[config.mk]
export PLATFORM = sky130hd
export DESIGN_NAME = hilo_muldiv_unit
export DESIGN_NICKNAME = d
export VERILOG_FILES = /design/src/rtl/hilo_muldiv_unit.sv
export SDC_FILE = /design/constraint.sdc
export NUM_CORES = 2
export LEC_CHECK = 0
export BUFFER_PORTS_ARGS = -buffer_cell sky130_fd_sc_hd__buf_2
export CAP_MARGIN = 20
export CORE_MARGIN = 4
export CORE_UTILIZATION = 35
export CTS_BUF_LIST = sky130_fd_sc_hd__clkbuf_16
export DETAILED_ROUTE_END_ITERATION = 10
export GPL_TIMING_DRIVEN = 0
export PLACE_DENSITY = 0.52
export SYNTH_ARGS = -nofsm -noshare
export SYNTH_HDL_FRONTEND = slang
export SYNTH_SLANG_ARGS = --single-unit
[constraint.sdc]
create_clock -name clk -period 13.4 [get_ports clk]
set_input_delay 0 -clock clk [delete_from_list [all_inputs] [get_ports clk]]
set_output_delay 0 -clock clk [all_outputs]
set_load 0.02 [all_outputs]
[src/rtl/hilo_muldiv_unit.sv]
// HI/LO register pair with iterative shift-add multiply, restoring divide,
// multiply-accumulate/subtract and direct MTHI/MTLO writes.
module hilo_muldiv_unit #(
   parameter int unsigned WIDTH = 32,
   parameter int unsigned CNT_W = $clog2(WIDTH) + 1
) (
   input  logic             clk,
   input  logic             reset,
   input  logic             start,
   input  logic [3:0]       op,
   input  logic [WIDTH-1:0] src_a,
   input  logic [WIDTH-1:0] src_b,
   output logic             busy,
   output logic             done,
   output logic [WIDTH-1:0] hi,
   output logic [WIDTH-1:0] lo
);

   localparam int unsigned W2 = 2 * WIDTH;

   typedef enum logic [1:0] {
      S_IDLE,
      S_CALC,
      S_FIX
   } state_e;

   typedef enum logic [3:0] {
      OP_MULT  = 4'd0,
      OP_MULTU = 4'd1,
      OP_DIV   = 4'd2,
      OP_DIVU  = 4'd3,
      OP_MTHI  = 4'd4,
      OP_MTLO  = 4'd5,
      OP_MADD  = 4'd6,
      OP_MADDU = 4'd7,
      OP_MSUB  = 4'd8,
      OP_MSUBU = 4'd9
   } op_e;

   state_e           state_q, state_d;
   logic [CNT_W-1:0] cnt_q, cnt_d;
   logic             busy_q, busy_d;
   logic             done_q, done_d;
   logic [WIDTH-1:0] hi_q, hi_d;
   logic [WIDTH-1:0] lo_q, lo_d;
   // multiply: {partial product, remaining multiplier}; divide: {remainder, dividend}
   logic [W2-1:0]    work_q, work_d;
   logic [WIDTH-1:0] opnd_q, opnd_d;
   logic [W2-1:0]    acc_q, acc_d;
   logic [WIDTH-1:0] dvd_q, dvd_d;
   logic             is_div_q, is_div_d;
   logic             acc_add_q, acc_add_d;
   logic             acc_sub_q, acc_sub_d;
   logic             neg_res_q, neg_res_d;
   logic             neg_rem_q, neg_rem_d;
   logic             div_zero_q, div_zero_d;

   logic dec_mul, dec_div, dec_sgn, dec_add, dec_sub, dec_mthi, dec_mtlo;
   logic [WIDTH-1:0] mag_a, mag_b;

   always_comb begin
      dec_mul  = 1'b0;
      dec_div  = 1'b0;
      dec_sgn  = 1'b0;
      dec_add  = 1'b0;
      dec_sub  = 1'b0;
      dec_mthi = 1'b0;
      dec_mtlo = 1'b0;
      case (op)
         OP_MULT:  begin dec_mul = 1'b1; dec_sgn = 1'b1; end
         OP_MULTU: dec_mul = 1'b1;
         OP_DIV:   begin dec_div = 1'b1; dec_sgn = 1'b1; end
         OP_DIVU:  dec_div = 1'b1;
         OP_MTHI:  dec_mthi = 1'b1;
         OP_MTLO:  dec_mtlo = 1'b1;
         OP_MADD:  begin dec_mul = 1'b1; dec_sgn = 1'b1; dec_add = 1'b1; end
         OP_MADDU: begin dec_mul = 1'b1; dec_add = 1'b1; end
         OP_MSUB:  begin dec_mul = 1'b1; dec_sgn = 1'b1; dec_sub = 1'b1; end
         OP_MSUBU: begin dec_mul = 1'b1; dec_sub = 1'b1; end
         default:  ;
      endcase
      mag_a = (dec_sgn && src_a[WIDTH-1]) ? (~src_a + WIDTH'(1)) : src_a;
      mag_b = (dec_sgn && src_b[WIDTH-1]) ? (~src_b + WIDTH'(1)) : src_b;
   end

   logic [WIDTH:0]   mul_sum, div_rem_sh, div_diff;
   logic [W2-1:0]    prod_s, mac_res;
   logic [WIDTH-1:0] quot_s, rem_s;

   always_comb begin
      mul_sum    = {1'b0, work_q[W2-1:WIDTH]} + (work_q[0] ? {1'b0, opnd_q} : '0);
      div_rem_sh = work_q[W2-1:WIDTH-1];
      // bit WIDTH of the difference is the borrow: remainder < divisor
      div_diff   = div_rem_sh - {1'b0, opnd_q};
      prod_s     = neg_res_q ? (~work_q + W2'(1)) : work_q;
      if (acc_add_q)      mac_res = acc_q + prod_s;
      else if (acc_sub_q) mac_res = acc_q - prod_s;
      else                mac_res = prod_s;
      quot_s = neg_res_q ? (~work_q[WIDTH-1:0] + WIDTH'(1)) : work_q[WIDTH-1:0];
      rem_s  = neg_rem_q ? (~work_q[W2-1:WIDTH] + WIDTH'(1)) : work_q[W2-1:WIDTH];
   end

   always_comb begin
      state_d    = state_q;
      cnt_d      = cnt_q;
      busy_d     = busy_q;
      done_d     = 1'b0;
      hi_d       = hi_q;
      lo_d       = lo_q;
      work_d     = work_q;
      opnd_d     = opnd_q;
      acc_d      = acc_q;
      dvd_d      = dvd_q;
      is_div_d   = is_div_q;
      acc_add_d  = acc_add_q;
      acc_sub_d  = acc_sub_q;
      neg_res_d  = neg_res_q;
      neg_rem_d  = neg_rem_q;
      div_zero_d = div_zero_q;
      case (state_q)
         S_IDLE: begin
            if (start) begin
               if (dec_mthi) begin
                  hi_d = src_a;
               end else if (dec_mtlo) begin
                  lo_d = src_a;
               end else if (dec_mul || dec_div) begin
                  state_d    = S_CALC;
                  busy_d     = 1'b1;
                  cnt_d      = '0;
                  is_div_d   = dec_div;
                  acc_add_d  = dec_add;
                  acc_sub_d  = dec_sub;
                  neg_res_d  = dec_sgn && (src_a[WIDTH-1] ^ src_b[WIDTH-1]);
                  neg_rem_d  = dec_sgn && dec_div && src_a[WIDTH-1];
                  div_zero_d = dec_div && (src_b == '0);
                  dvd_d      = src_a;
                  if (dec_div) begin
                     work_d = {{WIDTH{1'b0}}, mag_a};
                     opnd_d = mag_b;
                  end else begin
                     work_d = {{WIDTH{1'b0}}, mag_b};
                     opnd_d = mag_a;
                  end
                  if (dec_add || dec_sub) acc_d = {hi_q, lo_q};
               end
            end
         end
         S_CALC: begin
            if (is_div_q) begin
               if (!div_diff[WIDTH]) work_d = {div_diff[WIDTH-1:0], work_q[WIDTH-2:0], 1'b1};
               else                  work_d = {work_q[W2-2:0], 1'b0};
            end else begin
               work_d = {mul_sum, work_q[WIDTH-1:1]};
            end
            cnt_d = cnt_q + CNT_W'(1);
            if (cnt_q == CNT_W'(WIDTH - 1)) state_d = S_FIX;
         end
         S_FIX: begin
            if (!is_div_q) begin
               {hi_d, lo_d} = mac_res;
            end else if (div_zero_q) begin
               hi_d = dvd_q;
               lo_d = '1;
            end else begin
               hi_d = rem_s;
               lo_d = quot_s;
            end
            busy_d  = 1'b0;
            done_d  = 1'b1;
            state_d = S_IDLE;
         end
         default: state_d = S_IDLE;
      endcase
   end

   always_ff @(posedge clk or posedge reset) begin
      if (reset) begin
         state_q    <= S_IDLE;
         cnt_q      <= '0;
         busy_q     <= 1'b0;
         done_q     <= 1'b0;
         hi_q       <= '0;
         lo_q       <= '0;
         work_q     <= '0;
         opnd_q     <= '0;
         acc_q      <= '0;
         dvd_q      <= '0;
         is_div_q   <= 1'b0;
         acc_add_q  <= 1'b0;
         acc_sub_q  <= 1'b0;
         neg_res_q  <= 1'b0;
         neg_rem_q  <= 1'b0;
         div_zero_q <= 1'b0;
      end else begin
         state_q    <= state_d;
         cnt_q      <= cnt_d;
         busy_q     <= busy_d;
         done_q     <= done_d;
         hi_q       <= hi_d;
         lo_q       <= lo_d;
         work_q     <= work_d;
         opnd_q     <= opnd_d;
         acc_q      <= acc_d;
         dvd_q      <= dvd_d;
         is_div_q   <= is_div_d;
         acc_add_q  <= acc_add_d;
         acc_sub_q  <= acc_sub_d;
         neg_res_q  <= neg_res_d;
         neg_rem_q  <= neg_rem_d;
         div_zero_q <= div_zero_d;
      end
   end

   assign busy = busy_q;
   assign done = done_q;
   assign hi   = hi_q;
   assign lo   = lo_q;

endmodule

==> impl_metrics.env <==
export IMPL_run_status="finished clean"
export IMPL_syn_area_per_cell_um2=7.62
export IMPL_placement_rows=103
export IMPL_slew_headroom_pct=17.9
export IMPL_clock_insertion_delay_at_the_later_pin_of_the_skew_report_ns=0.60
export IMPL_die_height_um=291
export IMPL_yosys_register_bits=272
export IMPL_crit_path_max_fanout=10
export IMPL_cts_path_max_buffers=3
export IMPL_initial_core_util_pct=35.5
export IMPL_gp_routability_congestion=0.973
export IMPL_max_freq_mhz=112
export IMPL_syn_nets=3964
export IMPL_count_of_flip_flops_with_a_built_in_enable_after_synthesis=0
export IMPL_ioPinCount=137
export IMPL_critical_path_endpoint_type="flip-flop"
export IMPL_globalRoute_busiestLayer="met2"
export IMPL_cts_setup_buffers=0
export IMPL_crit_chain="clkbuf_1, clkbuf_1, clkbuf_1, clkbuf_1, clkbuf_1, o21ai_0, xor2_1, inv_1, ha_1, or4_1, or3_1, or3_1, o221ai_4, nor4_4, o21ai_4, a31oi_2, o31ai_4, a31oi_1, nor4_1, mux2i_1, o211ai_2"
export IMPL_routing_usage_on_met1_pct=43.6
export IMPL_die_w_um=291
export IMPL_internal_power_w=0.00423
export IMPL_power_frac_seq_pct=15.8
export IMPL_number_of_iterations_in_the_first_detailed_routing_pass=8
export IMPL_worst_endpoint_required_ns=13.87
export IMPL_via_per_inst=6.12
export IMPL_vdd_drop_max_mv=0.139
export IMPL_drt_total_wl_um=138000
export IMPL_arrival_ns=9.38
export IMPL_cpMostUsedCell="clkbuf_1"
export IMPL_hold_path_class="input port to flip-flop"
export IMPL_maxcap_viol_count=0
export IMPL_nets=4192
export IMPL_postCtsResizedCells=0
export IMPL_io_buffer_count=128
export IMPL_filler_cell_count=8361
export IMPL_setup_viol=0
export IMPL_power_combinational_fraction_pct=73.1
export IMPL_actual_slew_at_the_worst_max_slew_pin_ns=1.23
export IMPL_critPathLaunchType="flip-flop"
export IMPL_grt_start_max_net_pins=122
export IMPL_detailed_place_hpwl_um=108000
export IMPL_switching_power_w=0.00566
export IMPL_grt_util_met2_pct=46.7
export IMPL_crit_family="buffers and inverters"
export IMPL_critical_path_buf_inv_count=6
export IMPL_number_of_max_slew_violations_in_the_final_report=0
export IMPL_swShare_pct=57.2
export IMPL_grt_setup_unrepaired="no"
export IMPL_design_core_area_um2=79300
export IMPL_fin_worst_skew_ns=0.0260
export IMPL_route_antenna_remaining_nets=0
export IMPL_final_layout_size_suffix_gt1_share_pct=8.91
export IMPL_fp_dieArea_um2=85000
export IMPL_pwr_share_clk_pct=11.1
export IMPL_route_detailed_drc=0
export IMPL_syn_inst=3693
export IMPL_setup_total_negative_slack_ns=0
export IMPL_total_cts_buffers=39
export IMPL_syn_cell_area_um2=28100
export IMPL_synth_async_sr_flop_share_pct=100
export IMPL_timing_hold_violations_final=0
export IMPL_detail_route_wl_per_cell_um=27.7
export IMPL_power_leakage_nw=13.7
export IMPL_grt_usage_pct=31.2
export IMPL_area_delta_synth_final_pct=14.0
export IMPL_critPathSlowestCell="nor4_1"
export IMPL_cts_tree="done"
export IMPL_most_common_layout_cells="nand2_1 (433), nor2_1 (341), a21oi_1 (314), o21ai_0 (314), dfrtp_1 (272)"
export IMPL_yosys_warnings=0
export IMPL_finalCoreUtilization_pct=40.4
export IMPL_drtIter0Drc=3904
export IMPL_holdWs_ns=0.0258
export IMPL_setup_worst_path_class="flip-flop to flip-flop"
export IMPL_timing_critical_path_slowest_cell_delay_ns=0.70
export IMPL_layout_worst_path_cycle_share_pct=66.5
export IMPL_htree_num_levels=2
export IMPL_cts_root_buffer="clkbuf_16"
export IMPL_post_synth_num_cell_types=103
export IMPL_clock_sinks=272
export IMPL_finalCriticalPeriod_ns=8.91
export IMPL_overflow_left_after_global_routing=0
export IMPL_power_density_nw_per_um2=308
export IMPL_mostFrequentLayoutCell="nand2_1"
export IMPL_antenna_found_initial=3
export IMPL_most_instantiated_flip_flop_cell_in_the_synthesis_netlist="dfrtp_1"
export IMPL_grt_first_pass_wirelength_um=199000
export IMPL_synth_sequential_area_ratio_pct=24.2
export IMPL_path_clk_slew_ns=0.06
export IMPL_groute_layer_met3_usage_pct=5.51
export IMPL_detailroute_via_count=30614
export IMPL_grt_pass1_vias=28547
[power by group through the flow]
stage | Sequential (W) | Clock [W] | Combinational, W
2_1_floorplan | 0.00147 | 0 | 0.00482
3_3_place_gp | 0.00155 | 0 | 0.00696
3_5_place_dp | 0.00156 | 0 | 0.00694
4_1_cts | 0.00154 | 0.00111 | 0.00700
5_1_grt | 0.00159 | 0.00113 | 0.00777
6_report | 0.00156 | 0.00110 | 0.00723
[path summary, 6_finish.rpt]
check                          start         end  slack (ns)  cells past startpoint
max                        neg_res_q      hi[28]        4.49                     21
min                        src_b[16]  opnd_q[16]        0.03                      5
max reg2reg                neg_res_q      hi[28]        4.49                     21
min reg2reg                dvd_q[16]   dvd_q[16]        0.48                      2
max in group asynchronous      reset   acc_q[21]       11.15                      6
min in group asynchronous      reset   acc_q[53]        0.62                      4
[cell type report]
type,count,area (um2),area share [%]
multi-input combinational,2984,19700,61.3
sequential,272,6810,21.2
tap,1050,1310,4.10
timing repair buffer,187,1290,4.02
clock buffer,40,1000,3.12
buffer,254,980,3.06
inverter,183,694,2.17
clock inverter,32,313,0.976
antenna,1,2.50,0.00781
[tightest hold or removal path: cells and delay by family]
kind / cells / cell delay, ns
AO/OA/AOI/OAI: 2 / 0.26
XOR/XNOR: 1 / 0.11
AND/OR/NAND/NOR: 1 / 0.08
buffers and inverters: 1 / 0.11
[flip-flops by register name, summed over array words and instances (netlist names)]
name        count
acc_q          64
work_q         64
dvd_q          32
hi             32
lo             32
opnd_q         32
cnt_q           6
state_q         2
acc_add_q       1
acc_sub_q       1
busy            1
div_zero_q      1
done            1
is_div_q        1
neg_rem_q       1
neg_res_q       1
[cell families (layout without fill, tap and decap cells)]
logic type,Yosys count,count (layout),synth area share (%)
buffers and inverters,437,696,5.92
adder cells (fa/ha/maj),200,200,9.00
flip-flops,272,272,24.2
AO/OA/AOI/OAI,1219,1219,28.0
XOR/XNOR,275,275,8.59
AND/OR/NAND/NOR,1151,1151,18.9
multiplexers,139,139,5.34
other,0,1,0
[cells in the mapped netlist, drive strengths merged, types with 69 or more instances]
master  count  area (um2)
clkbuf    222         833
nand2     433        1630
nor2      341        1280
xor2      114        1010
xnor2     161        1410
mux2       85         961
ha        196        2450
o21ai     327        1650
o211ai     69         523
a21oi     314        1570
dfrtp     272        6810
inv       181         679
[routing by layer]
layer | vias to the layer above | share of wire [%]
li1 | 13843 | -
met1 | 14868 | 43
met2 | 1607 | 42
met3 | 294 | 9.2
met4 | 2 | 5.4
met5 | - | 0.0094
[what timing repair did]
action	4_1_cts	5_1_grt
endpoints found under the setup margin	0	0
hold buffers	51	0
hold endpoints to repair	220	0
[metrics by stage]
| step | power, W | setup WS, ns | cell area (um2) | std cells |
|---|---|---|---|---|
| after floorplan | 0.00630 | 5.90 | 28100 | 3693 |
| after global placement | 0.00852 | 1.58 | 30100 | 4871 |
| after detailed placement | 0.00850 | 4.72 | 30200 | 4876 |
| after CTS | 0.00965 | 4.71 | 32000 | 4999 |
| after global routing | 0.0105 | 4.29 | 32100 | 5002 |
| final | 0.00989 | 4.49 | 32100 | 5003 |
Note: power is estimated with default switching activity, not from simulation.
